==> config.mk <==
export PLATFORM = sky130hd
export DESIGN_NAME = aes_sbox_arbiter
export DESIGN_NICKNAME = d
export VERILOG_FILES = /design/src/rtl/aes_sbox_arbiter.sv
export SDC_FILE = /design/constraint.sdc
export NUM_CORES = 1
export LEC_CHECK = 0
export BUFFER_PORTS_ARGS = -buffer_cell sky130_fd_sc_hd__buf_2
export CAP_MARGIN = 20
export CORE_MARGIN = 3
export CORE_UTILIZATION = 43
export CTS_BUF_LIST = sky130_fd_sc_hd__clkbuf_2 sky130_fd_sc_hd__clkbuf_4 sky130_fd_sc_hd__clkbuf_8
export CTS_CLUSTER_DIAMETER = 40
export DETAILED_ROUTE_END_ITERATION = 6
export GPL_TIMING_DRIVEN = 0
export PLACE_DENSITY = 0.81
export SETUP_SLACK_MARGIN = 0.1
export SYNTH_ARGS = -nofsm -noshare
export SYNTH_HDL_FRONTEND = slang
export SYNTH_SLANG_ARGS = --single-unit
==> constraint.sdc <==
create_clock -name clk -period 3.15 [get_ports clk]
set_input_delay 0.1575 -clock clk [delete_from_list [all_inputs] [get_ports clk]]
set_output_delay 0.1575 -clock clk [all_outputs]
set_load 0.02 [all_outputs]
==> src/rtl/aes_sbox_arbiter.sv <==
// aes_sbox_arbiter: shares one S-box ROM between the cipher-round (enc) and
// key-expansion (key) requesters. A grant covers a whole burst of 1..16 bytes.
// Each accepted byte drives the ROM address combinationally. Its substituted
// result returns one cycle later, tagged with the owner that sent it.
// Optional build macro SBOX_ARB_RR_EN: resolve ties round-robin.
// Without it, ties go to key, so key expansion stays ahead of the cipher.
module aes_sbox_arbiter (
    input  logic       clk,
    input  logic       resetn,
    input  logic       req_enc,
    input  logic [4:0] len_enc,
    input  logic [7:0] din_enc,
    input  logic       dvld_enc,
    input  logic       req_key,
    input  logic [4:0] len_key,
    input  logic [7:0] din_key,
    input  logic       dvld_key,
    output logic       gnt_enc,
    output logic       gnt_key,
    output logic [7:0] rom_addr,
    input  logic [7:0] rom_data,
    output logic [7:0] res_data,
    output logic       res_vld_enc,
    output logic       res_vld_key,
    output logic       busy
);

    typedef enum logic [1:0] {
        IDLE    = 2'd0,
        GNT_ENC = 2'd1,
        GNT_KEY = 2'd2
    } state_t;

    state_t     state_r;
    logic [4:0] cnt_r;
    logic       gnt_enc_r;
    logic       gnt_key_r;
    logic       res_pend_r;
    logic       owner_tag_r;     // 0 = enc, 1 = key
    logic       busy_r;
`ifdef SBOX_ARB_RR_EN
    logic       rr_ptr_r;        // 0 = enc wins the next tie, 1 = key wins
`endif

    logic       acc_enc_s;
    logic       acc_key_s;
    logic       accept_s;
    logic       last_s;
    logic       pick_enc_s;
    logic       pick_key_s;
    logic       busy_next_s;
    logic [7:0] rom_addr_s;

    // A burst length of 0 or above 16 is treated as a full 16-byte burst.
    function automatic logic [4:0] clamp_len(input logic [4:0] len);
        if ((len == 5'd0) || (len > 5'd16)) begin
            return 5'd16;
        end else begin
            return len;
        end
    endfunction

    // Byte acceptance: only the owner's strobe counts while its grant is up.
    always_comb begin
        acc_enc_s = gnt_enc_r & dvld_enc;
        acc_key_s = gnt_key_r & dvld_key;
        accept_s  = acc_enc_s | acc_key_s;
        last_s    = accept_s & (cnt_r == 5'd1);
        if (acc_enc_s) begin
            rom_addr_s = din_enc;
        end else if (acc_key_s) begin
            rom_addr_s = din_key;
        end else begin
            rom_addr_s = 8'h00;
        end
    end

    // Arbitration between the two requesters, used only when the FSM is idle.
    always_comb begin
        pick_enc_s = 1'b0;
        pick_key_s = 1'b0;
        if (req_enc && req_key) begin
`ifdef SBOX_ARB_RR_EN
            if (rr_ptr_r == 1'b0) begin
                pick_enc_s = 1'b1;
            end else begin
                pick_key_s = 1'b1;
            end
`else
            pick_key_s = 1'b1;
`endif
        end else if (req_enc) begin
            pick_enc_s = 1'b1;
        end else if (req_key) begin
            pick_key_s = 1'b1;
        end else begin
            pick_enc_s = 1'b0;
            pick_key_s = 1'b0;
        end
    end

    // Next busy value: a grant will be held or taken, or a result will be in flight.
    always_comb begin
        if (state_r == IDLE) begin
            busy_next_s = pick_enc_s | pick_key_s;
        end else begin
            busy_next_s = accept_s | ~last_s;
        end
    end

    // Arbiter FSM with burst counter, grants, result tag and busy.
    always_ff @(posedge clk or negedge resetn) begin
        if (!resetn) begin
            state_r     <= IDLE;
            cnt_r       <= 5'd0;
            gnt_enc_r   <= 1'b0;
            gnt_key_r   <= 1'b0;
            res_pend_r  <= 1'b0;
            owner_tag_r <= 1'b0;
            busy_r      <= 1'b0;
`ifdef SBOX_ARB_RR_EN
            rr_ptr_r    <= 1'b0;
`endif
        end else begin
            res_pend_r <= accept_s;
            busy_r     <= busy_next_s;
            if (accept_s) begin
                owner_tag_r <= acc_key_s;
            end else begin
                owner_tag_r <= owner_tag_r;
            end
            case (state_r)
                IDLE: begin
                    if (pick_enc_s) begin
                        state_r   <= GNT_ENC;
                        gnt_enc_r <= 1'b1;
                        cnt_r     <= clamp_len(len_enc);
`ifdef SBOX_ARB_RR_EN
                        rr_ptr_r  <= 1'b1;
`endif
                    end else if (pick_key_s) begin
                        state_r   <= GNT_KEY;
                        gnt_key_r <= 1'b1;
                        cnt_r     <= clamp_len(len_key);
`ifdef SBOX_ARB_RR_EN
                        rr_ptr_r  <= 1'b0;
`endif
                    end else begin
                        state_r <= IDLE;
                    end
                end
                GNT_ENC: begin
                    if (acc_enc_s) begin
                        cnt_r <= cnt_r - 5'd1;
                        if (cnt_r == 5'd1) begin
                            state_r   <= IDLE;
                            gnt_enc_r <= 1'b0;
                        end else begin
                            state_r <= GNT_ENC;
                        end
                    end else begin
                        state_r <= GNT_ENC;
                    end
                end
                GNT_KEY: begin
                    if (acc_key_s) begin
                        cnt_r <= cnt_r - 5'd1;
                        if (cnt_r == 5'd1) begin
                            state_r   <= IDLE;
                            gnt_key_r <= 1'b0;
                        end else begin
                            state_r <= GNT_KEY;
                        end
                    end else begin
                        state_r <= GNT_KEY;
                    end
                end
                default: begin
                    state_r   <= IDLE;
                    gnt_enc_r <= 1'b0;
                    gnt_key_r <= 1'b0;
                    cnt_r     <= 5'd0;
                end
            endcase
        end
    end

    assign gnt_enc     = gnt_enc_r;
    assign gnt_key     = gnt_key_r;
    assign rom_addr    = rom_addr_s;
    assign res_data    = rom_data;
    assign res_vld_enc = res_pend_r & ~owner_tag_r;
    assign res_vld_key = res_pend_r & owner_tag_r;
    assign busy        = busy_r;

endmodule

## Word-level counts from Yosys, hierarchy flattened

Cells that the tools add are included.

- Reductions and logical operators: 9
- Eq/ne operators: 11
- Magnitude comparators: 2
- Add/sub/neg operators: 1
- Mux-type cells: 30
- Bitwise operators: 12

Operators by type and width:

| operator | count |
|---|---|
| 5-bit 2-to-1 mux | 6 |
| 8-bit 2-to-1 mux | 2 |
| 5-bit case mux with 3 select lines | 1 |
| 2-bit != test, second input constant | 7 |
| 1-bit 2-to-1 mux | 13 |
| 5-bit greater-than comparator, second input constant | 2 |
| 5-bit zero test | 2 |
| 2-bit 2-to-1 mux | 5 |
| 1-bit case mux with 3 select lines | 2 |
| 2-bit case mux with 3 select lines | 1 |
| 1-bit bitwise AND | 5 |
| 5-bit by 1-bit equality test with 1-bit output, second input constant | 1 |
| 5-bit AND reduction | 1 |
| 5-bit by 1-bit subtractor with 5-bit output, second input constant | 1 |
| 1-bit NOT | 4 |
| 4-bit AND reduction | 1 |
| 3-bit != test, second input constant | 1 |
| 1-bit bitwise OR | 3 |
| 3-bit AND reduction | 1 |
| 2-bit by 1-bit equality test with 1-bit output, second input constant | 1 |
| 2-bit equality test, second input constant | 1 |
| 2-bit zero test | 1 |
| 1-bit logical OR | 2 |
| 1-bit logical AND | 1 |

- Input bits: 40
- Register bits after elaboration: 12
- Output and inout bits: 21

## Depth between registers and ports, before layout

Gate-level depths: netlist of the first run.

- Depth after elaboration: 6
- Depth in mapped cells: 7
- Gate-level depth less buffers: 6

## Least setup slack after synthesis of the first run

No wires, ideal clock.

- Kind: input to register
- From: in len_enc[1]
- To: reg cnt_r[0]
- Required time: 3.029 ns
- Arrival: 1.596 ns
- Stages on the path: 6
- Path buffers: 0
- Slack: 1.433 ns
- Cells stage by stage: or4_1 -> ha_1 -> and4bb_2 -> a32oi_1 -> o21ai_0 -> a22o_1

- Cells in the longest elaborated chain, start to end: 5
- Elaborated cells between the ends (all ways): 6
- Those cells by class: order compare: 1; mux: 3; reduce/logical: 2

RTL lines:

| what | line | text |
|---|---|---|
| from (decl) | 11 | `input logic [4:0] len_enc,` |
| 5-bit greater-than comparator or 5-bit zero test (tied branches) | 56 | `if ((len == 5'd0) \|\| (len > 5'd16)) begin` |
| 1-bit logical OR * | 56 |  |
| 5-bit 2-to-1 mux * | 56 |  |
| 5-bit 2-to-1 mux * | 134 | `if (pick_enc_s) begin` |
| 5-bit case mux with 3 select lines * | 132 | `case (state_r)` |
| to (signal assigned) | 137 | `cnt_r <= clamp_len(len_enc);` |
| to (signal assigned) | 144 | `cnt_r <= clamp_len(len_key);` |
| to (signal assigned) | 154 | `cnt_r <= cnt_r - 5'd1;` |
| to (decl) | 35 | `logic [4:0] cnt_r;` |

Every way passes the cells marked *; elsewhere a longest branch is shown, timed or not.
A chain may end at the register's enable or synchronous reset.

## Final worst setup path of the first run

- From: reg gnt_enc_r (netlist: gnt_enc)
- To: out rom_addr[1]

- Cells in the longest elaborated chain, start to end: 2

RTL lines:

| what | line | text |
|---|---|---|
| from (decl) | 36 | `logic gnt_enc_r;` |
| from (signal assigned) | 116 | `gnt_enc_r <= 1'b0;` |
| from (signal assigned) | 136 | `gnt_enc_r <= 1'b1;` |
| from (signal assigned) | 157 | `gnt_enc_r <= 1'b0;` |
| 1-bit bitwise AND | 65 | `acc_enc_s = gnt_enc_r & dvld_enc;` |
| 8-bit 2-to-1 mux | 69 | `if (acc_enc_s) begin` |
| to (decl) | 20 | `output logic [7:0] rom_addr,` |

No other way between the ends.

==> impl_results.md, run 1 <==
* Status: complete, no violations
* Cell taking the most area after synthesis: dfrtp_1
* Total GRT Usage at 0.188
* Cell count after synthesis at 112
* Tcrit/Tclk final at 0.609
* Crit path capture type: output pin
* Die Area at 2870 um2
* Drt wl/cell at 13.0 um
* DP HPWL at 2130 um
* Cell Pwr Density at 768 nW/um2
* Cells along the critical path: and2_1 -> buf_2 -> nor2_1 -> a22o_1 -> buf_2
* Global placement routability congestion at 0.758
* TritonCTS clock tree: built
* Worst skew pair latency at 0.27 ns
* Critical Path RT at 2.99 ns
* Fin crit period at 1.92 ns
* IO buf count at 52
* Avg Cell Area, Syn at 8.69 um2
* CP delay by family, top: simple AND/OR/NAND/NOR gates
* CP arrival at 1.76 ns
* Initial antenna violation count at 0
* Via density at 5.39
* Largest net degree at the start of global routing at 13
* Synth top area share at 0.308
* Hold Vio Cnt, Final at 0
* Unrepaired setup endpoints after global routing: no
* Root buf cell: clkbuf_4
* Setup violators final at 0
* I/O pin count at 61
* Slew HR at 0.680
* Final Total Pwr at 0.000998 W
* CTS Buffer Depth at 2
* CP Max Fanout at 9
* Layout Nets at 218
* Ant. Diodes at 0
* Final core occ at 0.637
* Worst IR drop on VDD at 0.421 mV
* Crit path buffers/inverters at 2
* CTS H-tree depth at 1
* P_leak at 0.705 nW
* First-pass GRT wire length at 3910 um
* Post-route insts no fill at 195
* Sink Count at 12
* First-pass DRT Iterations at 4
* Core ar. at 2040 um2
* Hold Crit Class: input port to register
* Chip height at 53.6 um
* Slew Viols, Final at 0
* # rows at 16
* Post-CTS resize count at 0
* R2R Setup Slk at 1.40 ns
* Dpl cells at 191
* Die X at 53.6 um
* Worst slew pin tran at 0.478 ns
* WHS at 0.163 ns
* Post-Syn Area at 973 um2
* Setup Skew at 0.00330 ns
* Largest stage delay on the critical path at 0.41 ns
* Synth area leaders: dfrtp_1, ha_1, a22o_1, buf_4, inv_1
* # DRC at 0
* Worst Path Class, Setup: register to output pin
* Synth unique cells at 33
* Most frequent CP cell: buf_2
* Gr ovfl total at 0
* Total wire length at 2540 um
* Share of cells above drive strength 1 at 0.429
* # fillers at 177
* Sequential area share after synthesis at 0.308
* CTS buffer count at 3
* Master of the slowest instance on the critical path: dfrtp_1
* Synthesis Warnings at 0
* Syn_nets at 160
* Fmax at 522 MHz
* Max cap viols at 0
* Register bit total from synthesis at 12
* Vias after detailed routing at 1051
* Area growth from synthesis to layout at 33.5%
* DR iter-0 viols at 30
* Vias in the first global route at 1001
* Routed Antenna Nets at 0
* Initial Util at 0.477
* Setup tns final at 0 ns
* Reg clk slew, reported paths at 0.07 ns
* CP Launch Type: register
[area by class of cell]
cell class | count | area (um2) | area share
tap | 27 | 33.8 | 0.0260
timing repair buffer | 53 | 270 | 0.208
sequential | 12 | 300 | 0.231
buffer | 10 | 76.3 | 0.0587
clock buffer | 3 | 22.5 | 0.0173
inverter | 11 | 41.3 | 0.0318
multi-input combinational | 79 | 556 | 0.427
[where the power goes]
group          switching, W  internal, W  total [W]
registers         0.0000487     0.000221   0.000270
clock network     0.0000492    0.0000443  0.0000935
logic              0.000359     0.000276   0.000635
[metrics by stage]
step                worst slack (ns)  area (um2)
floorplan                       1.43         973
global placement                1.23        1270
detailed placement              1.20        1270
CTS                             1.22        1300
global route                    1.14        1300
finish                          1.23        1300
[Yosys cell counts (all sizes together)]
| cell | n |
|---|---|
| dfrtp | 12 |
| inv | 11 |
| a22o | 10 |
| buf | 10 |
| o21ai | 10 |
| ha | 8 |
| nand2 | 8 |
| nor2 | 8 |
| a21oi | 5 |
| nor2b | 3 |
| a22oi | 2 |
| a31o | 2 |
| a31oi | 2 |
| a32oi | 2 |
| and2 | 2 |
| and2b | 2 |
| nor3 | 2 |
| nor4bb | 2 |
| or4 | 2 |
| a211oi | 1 |
| a221o | 1 |
| and4bb | 1 |
| mux2i | 1 |
| nand2b | 1 |
| nand3 | 1 |
| nor3b | 1 |
| or2b | 1 |
| or3 | 1 |
[cell families (layout without fill, tap and decap cells)]
| group | count (synthesis) | in the layout | share of synthesized area |
|---|---|---|---|
| AOI/OAI and AO/OA | 35 | 35 | 0.251 |
| and+or+nand+nor | 35 | 35 | 0.207 |
| buffers and inverters | 21 | 77 | 0.121 |
| DFF | 12 | 12 | 0.308 |
| adders and majority gates | 8 | 8 | 0.103 |
| muxes | 1 | 1 | 0.0103 |
[repair_timing]
item | in CTS | in global routing
setup buffers | 0 | 0
hold endpoints to repair | 12 | 0
hold buffers | 1 | 0
[placed cells by master (no fill, tap or decap), drive strengths merged]
cell type,synthesis,routed
or4,2,2
a32oi,2,2
and2b,2,2
mux2i,1,1
nor2b,3,3
dlygate4sd3,0,1
a22o,10,10
a221o,1,1
nand2b,1,1
a22oi,2,2
nand2,8,8
nor2,8,8
or2b,1,1
a21oi,5,5
a31o,2,2
nor3b,1,1
dfrtp,12,12
buf,10,62
clkbuf,0,3
nor3,2,2
nand3,1,1
or3,1,1
nor4bb,2,2
inv,11,11
o21ai,10,10
a211oi,1,1
and2,2,2
and4bb,1,1
ha,8,8
a31oi,2,2
[worst register-to-register path, stage by stage (launching register included)]
cell	delay (ns)
dfrtp_1	0.40
inv_1	0.09
ha_1	0.16
buf_6	0.13
nor3b_1	0.32
a221o_2	0.29
nor2_2	0.06
a22o_1	0.20
[registers in the layout, indices dropped and copies added (netlist names)]
name	count
busy	1
cnt_r	5
gnt_enc	1
gnt_key	1
owner_tag_r	1
res_pend_r	1
state_r	2
[final timing paths]
check,start,to,depth (start not counted)
worst max-delay path,gnt_enc,rom_addr[1],5
worst min-delay path,dvld_enc,res_pend_r,3
worst max register to register,state_r[0],cnt_r[1],7
worst min register to register,owner_tag_r,owner_tag_r,2
max in group asynchronous,resetn,owner_tag_r,2
min in group asynchronous,resetn,state_r[1],2
[per-layer routing]
metal / part of all wire / vias to the layer above / track usage
met5: 0 / - / 0
met4: 0.020 / 0 / 0.106
met3: 0.12 / 7 / 0.0360
met2: 0.48 / 70 / 0.357
met1: 0.39 / 462 / 0.188
li1: - / 512 / -
Note: power is estimated with default switching activity, not from simulation.
==> inputs of run 2 (changes only) <==
==> constraint.sdc (replaced) <==
create_clock -name clk -period 1.8 [get_ports clk]
set_input_delay 0.09 -clock clk [delete_from_list [all_inputs] [get_ports clk]]
set_output_delay 0.09 -clock clk [all_outputs]
set_load 0.02 [all_outputs]
==> run 2 against run 1 <==
  * Critical path depth is 1 higher
  * Global-route usage up 1.2 points
  * Count of clock-buffer cells in the layout is the same
  * Flip-flop and latch count unchanged
  * Sequential share of layout area down 1.3 points
  * Wire length rose by 9.9%
==> impl_results.md, run 2 (synthesized netlist as in run 1, its figures left out) <==
* Reg clk slew, reported paths at 0.08 ns (about the same)
* P_leak at 0.736 nW (+4.4%)
* Largest stage delay on the critical path at 0.38 ns (-0.03 ns)
* CP Launch Type: register
* Gr ovfl total at 0 (unchanged)
* First-pass GRT wire length at 4130 um (+5.8%)
* CTS buffer count at 3 (unchanged)
* Die X at 53.6 um (unchanged)
* Top flop regs: cnt_r: 5 flops, state_r: 2 flops
* Area growth from synthesis to layout at 41.5%
* Initial Util at 0.477 (unchanged)
* Crit path capture type: register
* Max cap viols at 0 (unchanged)
* Slew HR at 0.725 (+0.0451)
* WHS Endpoint: busy
* Critical Path RT at 1.97 ns (-1.02 ns)
* Drt wl/cell at 13.9 um (+7.2%)
* Max FFs per register at 5 (unchanged)
* Worst slew pin tran at 0.409 ns (-0.0690 ns)
* Hold Vio Cnt, Final at 0 (unchanged)
* Worst IR drop on VDD at 0.880 mV (+110%)
* Cell Pwr Density at 1430 nW/um2 (+87%)
* Final core occ at 0.675 (+0.0380)
* Fin crit period at 1.67 ns
* Via density at 5.49 (+1.8%)
* Worst R2R Start: state_r[0]
* Core ar. at 2040 um2 (unchanged)
* Crit path buffers/inverters at 2 (unchanged)
* Worst Hold Launch: req_enc
* Unrepaired setup endpoints after global routing: yes
* Most frequent cells in the layout: buf_2, buf_4, dfrtp_1
* Largest net degree at the start of global routing at 13 (unchanged)
* Layout Nets at 223 (+2.3%)
* Vias after detailed routing at 1097 (+4.4%)
* DP HPWL at 2130 um (unchanged)
* CP delay by family, top: compound AO/OA/AOI/OAI gates
* Hold Crit Class: input port to register
* IO buf count at 52 (unchanged)
* CTS Buffer Depth at 2 (unchanged)
* Total wire length at 2790 um (+9.9%)
* Initial antenna violation count at 0 (unchanged)
* # DRC at 0 (unchanged)
* R2R Path End: cnt_r[1]
* Slew Viols, Final at 0 (unchanged)
* R2R depth at 6 (-1)
* Status: complete, no violations
* Master of the slowest instance on the critical path: dfrtp_1
* Global placement routability congestion at 0.758 (unchanged)
* R2R Setup Slk at 0.13 ns (-1.27 ns)
* Tcrit/Tclk final at 0.926
* Dpl cells at 191 (unchanged)
* Post-route insts no fill at 200 (+2.6%)
* Vias in the first global route at 1054 (+5.3%)
* # rows at 16 (unchanged)
* Setup Skew at 0.00661 ns (+0.00331 ns)
* Fmax at 600 MHz
* Commonest non-fill, non-tap cell in the layout: buf_2
* First-pass DRT Iterations at 4 (unchanged)
* Reg with most FFs: cnt_r
* Worst Path Class, Setup: register to register
* Hold Crit Depth at 3 (unchanged)
* Die Area at 2870 um2 (unchanged)
* CTS H-tree depth at 1 (unchanged)
* Chip height at 53.6 um (unchanged)
* Total GRT Usage at 0.200 (+0.0117)
* CP arrival at 1.83 ns (+0.07 ns)
* Ant. Diodes at 0 (unchanged)
* I/O pin count at 61 (unchanged)
* Sink Count at 12 (unchanged)
* Cells along the critical path: inv_2 -> ha_1 -> buf_6 -> nor3b_4 -> a221o_2 -> a22o_1
* Root buf cell: clkbuf_4
* Routed Antenna Nets at 0 (unchanged)
* TritonCTS clock tree: built
* Worst skew pair latency at 0.28 ns (about the same)
* CP Max Fanout at 8 (-1)
* DR iter-0 viols at 28 (-6.7%)
* Setup violators final at 0 (unchanged)
* Share of cells above drive strength 1 at 0.486 (+0.0570)
-- run 2: final cells by class --
cell class / count / area, um2
multi-input combinational: 80 / 603
tap: 27 / 33.8
inverter: 11 / 41.3
timing repair buffer: 57 / 300
buffer: 10 / 76.3
fill: 165 / 664
sequential: 12 / 300
clock buffer: 3 / 22.5
-- run 2: repair_timing --
item / 4_1_cts / 5_1_grt
pin swaps: 0 / 3
setup buffers: 0 / 4
resized for setup: 3 / 11
endpoints found under the setup margin: 13 / 5
hold buffers: 1 / 0
cloned: 1 / 0
endpoints found under the hold margin: 12 / 0
-- run 2: report_power, final --
| part | leakage [nW] | switching [W] | total, W | internal (W) |
|---|---|---|---|---|
| Sequential | 0.149 | 0.000101 | 0.000487 | 0.000386 |
| Combinational | 0.574 | 0.000723 | 0.00132 | 0.000597 |
| Clock | 0.0138 | 0.0000908 | 0.000169 | 0.0000777 |
-- run 2: worst max-delay path by stage --
stage	start	to	slack, ns	cells after the start
3_5_place_dp	len_enc[1]	cnt_r[1]	-0.09	7
6_report	state_r[0]	cnt_r[1]	0.13	6
5_1_grt	state_r[0]	cnt_r[4]	0.09	7
2_1_floorplan	len_enc[1]	cnt_r[0]	0.15	6
4_1_cts	state_r[0]	cnt_r[3]	0.11	7
3_3_place_gp	len_enc[1]	cnt_r[0]	-0.06	7
-- run 2: routing by layer --
layer | track usage | routed length [um]
met3 | 0.0305 | 311
met2 | 0.394 | 1330
met4 | 0.102 | 61
met1 | 0.197 | 1080
met5 | 0 | 0
-- run 2: worst min-delay path, cell delays in order --
cell and delay (ns):
buf_2 0.15, nor3b_4 0.07, inv_1 0.05
-- run 2: stage by stage --
step | power (W) | area, um2 | hold slack [ns] | worst slack, ns | TNS (ns)
2_1_floorplan | 0.00129 | 973 | -0.206 | 0.150 | 0
3_3_place_gp | 0.00152 | 1270 | -0.0213 | -0.0574 | -0.0912
3_5_place_dp | 0.00158 | 1270 | -0.0204 | -0.0855 | -0.169
4_1_cts | 0.00179 | 1320 | 0.0988 | 0.113 | 0
5_1_grt | 0.00214 | 1380 | 0.118 | 0.0913 | 0
6_report | 0.00198 | 1380 | 0.101 | 0.134 | 0
==> inputs of run 3 (changes only) <==
--- a/config.mk
+++ b/config.mk
@@ -5,6 +5,7 @@
 export SDC_FILE = /design/constraint.sdc
 export NUM_CORES = 1
 export LEC_CHECK = 0
+export ABC_AREA = 1
 export BUFFER_PORTS_ARGS = -buffer_cell sky130_fd_sc_hd__buf_2
 export CAP_MARGIN = 20
 export CORE_MARGIN = 3
@@ -13,7 +14,8 @@
 export CTS_CLUSTER_DIAMETER = 40
 export DETAILED_ROUTE_END_ITERATION = 6
 export GPL_TIMING_DRIVEN = 0
-export PLACE_DENSITY = 0.81
+export HOLD_SLACK_MARGIN = 0.15
+export PLACE_DENSITY = 0.79
 export SETUP_SLACK_MARGIN = 0.1
 export SYNTH_ARGS = -nofsm -noshare
 export SYNTH_HDL_FRONTEND = slang
==> run 3 against run 2 <==
  * Global-route usage decreased by 2.3 points
  * First-iteration DRC count increased to 2.6 times the previous value
  * Count of clock-buffer cells in the layout increased by 1
  * Flip-flop and latch count unchanged
  * Non-clock buffer count unchanged
  * Sequential power increased by 0.8%
  * Largest cell class unchanged
==> impl_results.md, run 3 <==
* Status: complete, no violations
* First-pass DRT Iterations at 4 (unchanged)
* I/O pin count at 61 (unchanged)
* Cell taking the most area after synthesis: dfrtp_1
* TritonCTS clock tree: built
* Max cap viols at 0 (unchanged)
* Final core occ at 0.633 (-0.0414)
* Avg Cell Area, Syn at 6.54 um2 (-25%)
* Worst skew pair latency at 0.27 ns (about the same)
* Area growth from synthesis to layout at 36.5%
* Worst slew pin tran at 0.275 ns (-0.135 ns)
* Share of cells above drive strength 1 at 0.344 (-0.142)
* Max FFs per register at 5 (unchanged)
* Number of enable flip-flop cells after synthesis at 0 (unchanged)
* DR iter-0 viols at 72 (+160%)
* CP Max Fanout at 6 (-2)
* Commonest cells post-synth: nand2_1, nand3_1, inv_1
* Most frequent cells in the layout: nand2_1, buf_2, nand3_1
* Sink Count at 12 (unchanged)
* Post-CTS resize count at 0 (-3)
* P_leak at 0.866 nW (+18%)
* Syn_nets at 208 (+30%)
* Setup Skew at 0.00307 ns (-0.00354 ns)
* Unrepaired setup endpoints after global routing: no
* Synth top area share at 0.287 (-0.0214)
* R2R Setup Slk at 0.18 ns (+0.05 ns)
* R2R Path End: busy
* Fmax at 618 MHz (+3.0%)
* Largest net degree at the start of global routing at 13 (unchanged)
* Top flop regs: cnt_r: 5 flops, state_r: 2 flops
* Setup tns final at 0 ns (unchanged)
* Critical Path RT at 1.96 ns (about the same)
* WHS Endpoint: cnt_r[1]
* Most frequent cell after synthesis: nand2_1
* IO buf count at 52 (unchanged)
* Ant. Diodes at 0 (unchanged)
* Setup violators final at 0 (unchanged)
* Cell Pwr Density at 1370 nW/um2 (-4.6%)
* Slew Viols, Final at 0 (unchanged)
* Register bit total from synthesis at 12 (unchanged)
* Slew HR at 0.817 (+0.0919)
* # DRC at 0 (unchanged)
* Tcrit/Tclk final at 0.899 (-0.0270)
* Worst IR drop on VDD at 0.653 mV (-26%)
* Gr ovfl total at 0 (unchanged)
* Die X at 55.3 um (+3.2%)
* Fin crit period at 1.62 ns (-0.0486 ns)
* Global placement routability congestion at 0.759 (+0.21%)
* Crit path capture type: register
* CP Launch Type: register
* CTS Buffer Depth at 2 (unchanged)
* Total wire length at 2550 um (-8.5%)
* DP HPWL at 2100 um (-1.3%)
* Core ar. at 2250 um2 (+10%)
* Post-Syn Area at 1050 um2 (+7.5%)
* Reg with most FFs: cnt_r
* Synth unique cells at 17 (-48%)
* Vias in the first global route at 1106 (+4.9%)
* Worst R2R Start: state_r[0]
* Sequential area share after synthesis at 0.287 (-0.0214)
* Worst Path Class, Setup: register to register
* CTS H-tree depth at 1 (unchanged)
* Cell count after synthesis at 160 (+43%)
* R2R depth at 4 (-2)
* First-pass GRT wire length at 4520 um (+9.3%)
* Initial antenna violation count at 0 (unchanged)
* CTS buffer count at 3 (unchanged)
* Worst Hold Launch: len_enc[1]
* Reg clk slew, reported paths at 0.08 ns (about the same)
* Chip height at 55.3 um (+3.2%)
* Post-CTS setup buffers at 0 (unchanged)
* Die Area at 3060 um2 (+6.6%)
* Hold Crit Class: input port to register
* Main synth FF type: dfrtp_1
* Hold Crit Depth at 5 (+2)
* Layout Nets at 270 (+21%)
* Total GRT Usage at 0.176 (-0.0234)
* Vias after detailed routing at 1176 (+7.2%)
* Via density at 4.72 (-14%)
* # rows at 17 (+1)
* Initial Util at 0.464 (-0.0128)
* Hold Vio Cnt, Final at 0 (unchanged)
* Routed Antenna Nets at 0 (unchanged)
* CP arrival at 1.78 ns (-0.05 ns)
* Synthesis Warnings at 0 (unchanged)
* Drt wl/cell at 10.2 um (-27%)
* Root buf cell: clkbuf_4
* Synth area leaders: dfrtp_1, nand2_1, nand3_1, ha_1, buf_4
* Commonest non-fill, non-tap cell in the layout: nand2_1
* Ys async rst share at 1.00 (unchanged)
## run 3: cell count changes after synthesis, moves of 3 or more
cell and delta:
o21ai_1 -3, inv_1 +3, inv_2 +4, nand3_1 +21
o21ai_0 -7, a22o_1 -10, nand2_1 +58, nand4_1 +6
nor2b_1 -3
## run 3: how the worst max path moves through the flow
stage               start  endpoint  slack (ns)  depth (start not counted)
2_1_floorplan  state_r[0]  cnt_r[2]        0.62                          7
3_3_place_gp   state_r[0]  cnt_r[0]        0.48                          7
3_5_place_dp   state_r[0]  cnt_r[0]        0.47                          7
4_1_cts        state_r[1]      busy        0.18                          4
5_1_grt        state_r[1]      busy        0.11                          4
6_report       state_r[0]      busy        0.18                          4
## run 3: power breakdown
part	switching [W]	internal [W]
combinational	0.000775	0.000470
sequential	0.0000962	0.000395
clock	0.0000931	0.000123
total	0.000964	0.000988
## run 3: layout make-up
| type | count | area, um2 |
|---|---|---|
| clock buffer | 4 | 36.3 |
| fill | 225 | 827 |
| sequential | 12 | 300 |
| buffer | 10 | 72.6 |
| inverter | 18 | 67.6 |
| multi-input combinational | 120 | 606 |
| timing repair buffer | 57 | 310 |
| tap | 28 | 35.0 |
## run 3: layer usage
| layer | part of all wire | routed length, um | track usage | vias up |
|---|---|---|---|---|
| li1 | - | - | - | 624 |
| met3 | 0.097 | 248 | 0.0374 | 3 |
| met4 | 0.0098 | 25 | 0.0521 | 0 |
| met5 | 0 | 0 | 0 | - |
| met2 | 0.47 | 1210 | 0.311 | 58 |
| met1 | 0.42 | 1070 | 0.213 | 491 |
## run 3: kinds of logic (layout without fill, tap and decap cells)
logic type	after synthesis	after routing	synth area share
AO/OA/AOI/OAI	4	4	0.0191
flip-flops	12	12	0.287
AND/OR/NAND/NOR	108	108	0.464
buffers and inverters	28	89	0.134
adder cells (fa/ha/maj)	8	8	0.0957
## run 3: per-stage QoR
stage	cell area (um2)	power (W)	cells	hold slack (ns)	setup WS [ns]
floorplan	1050	0.00142	160	-0.206	0.616
global placement	1340	0.00171	240	-0.0162	0.480
detailed placement	1340	0.00173	240	-0.0168	0.471
CTS	1430	0.00196	249	0.184	0.181
global route	1430	0.00217	249	0.196	0.113
finish	1430	0.00195	249	0.193	0.182
## run 3: timing repair
item,CTS,global route
hold endpoints to repair,17,0
hold buffers,5,0
setup endpoints to repair,0,0
## run 3: worst max-delay path, stage by stage, from the launching register on
cell           delay (ns)
dfrtp_1              0.40
inv_1                0.08
ha_1                 0.27
nand3_2              0.15
dlygate4sd3_1        0.60
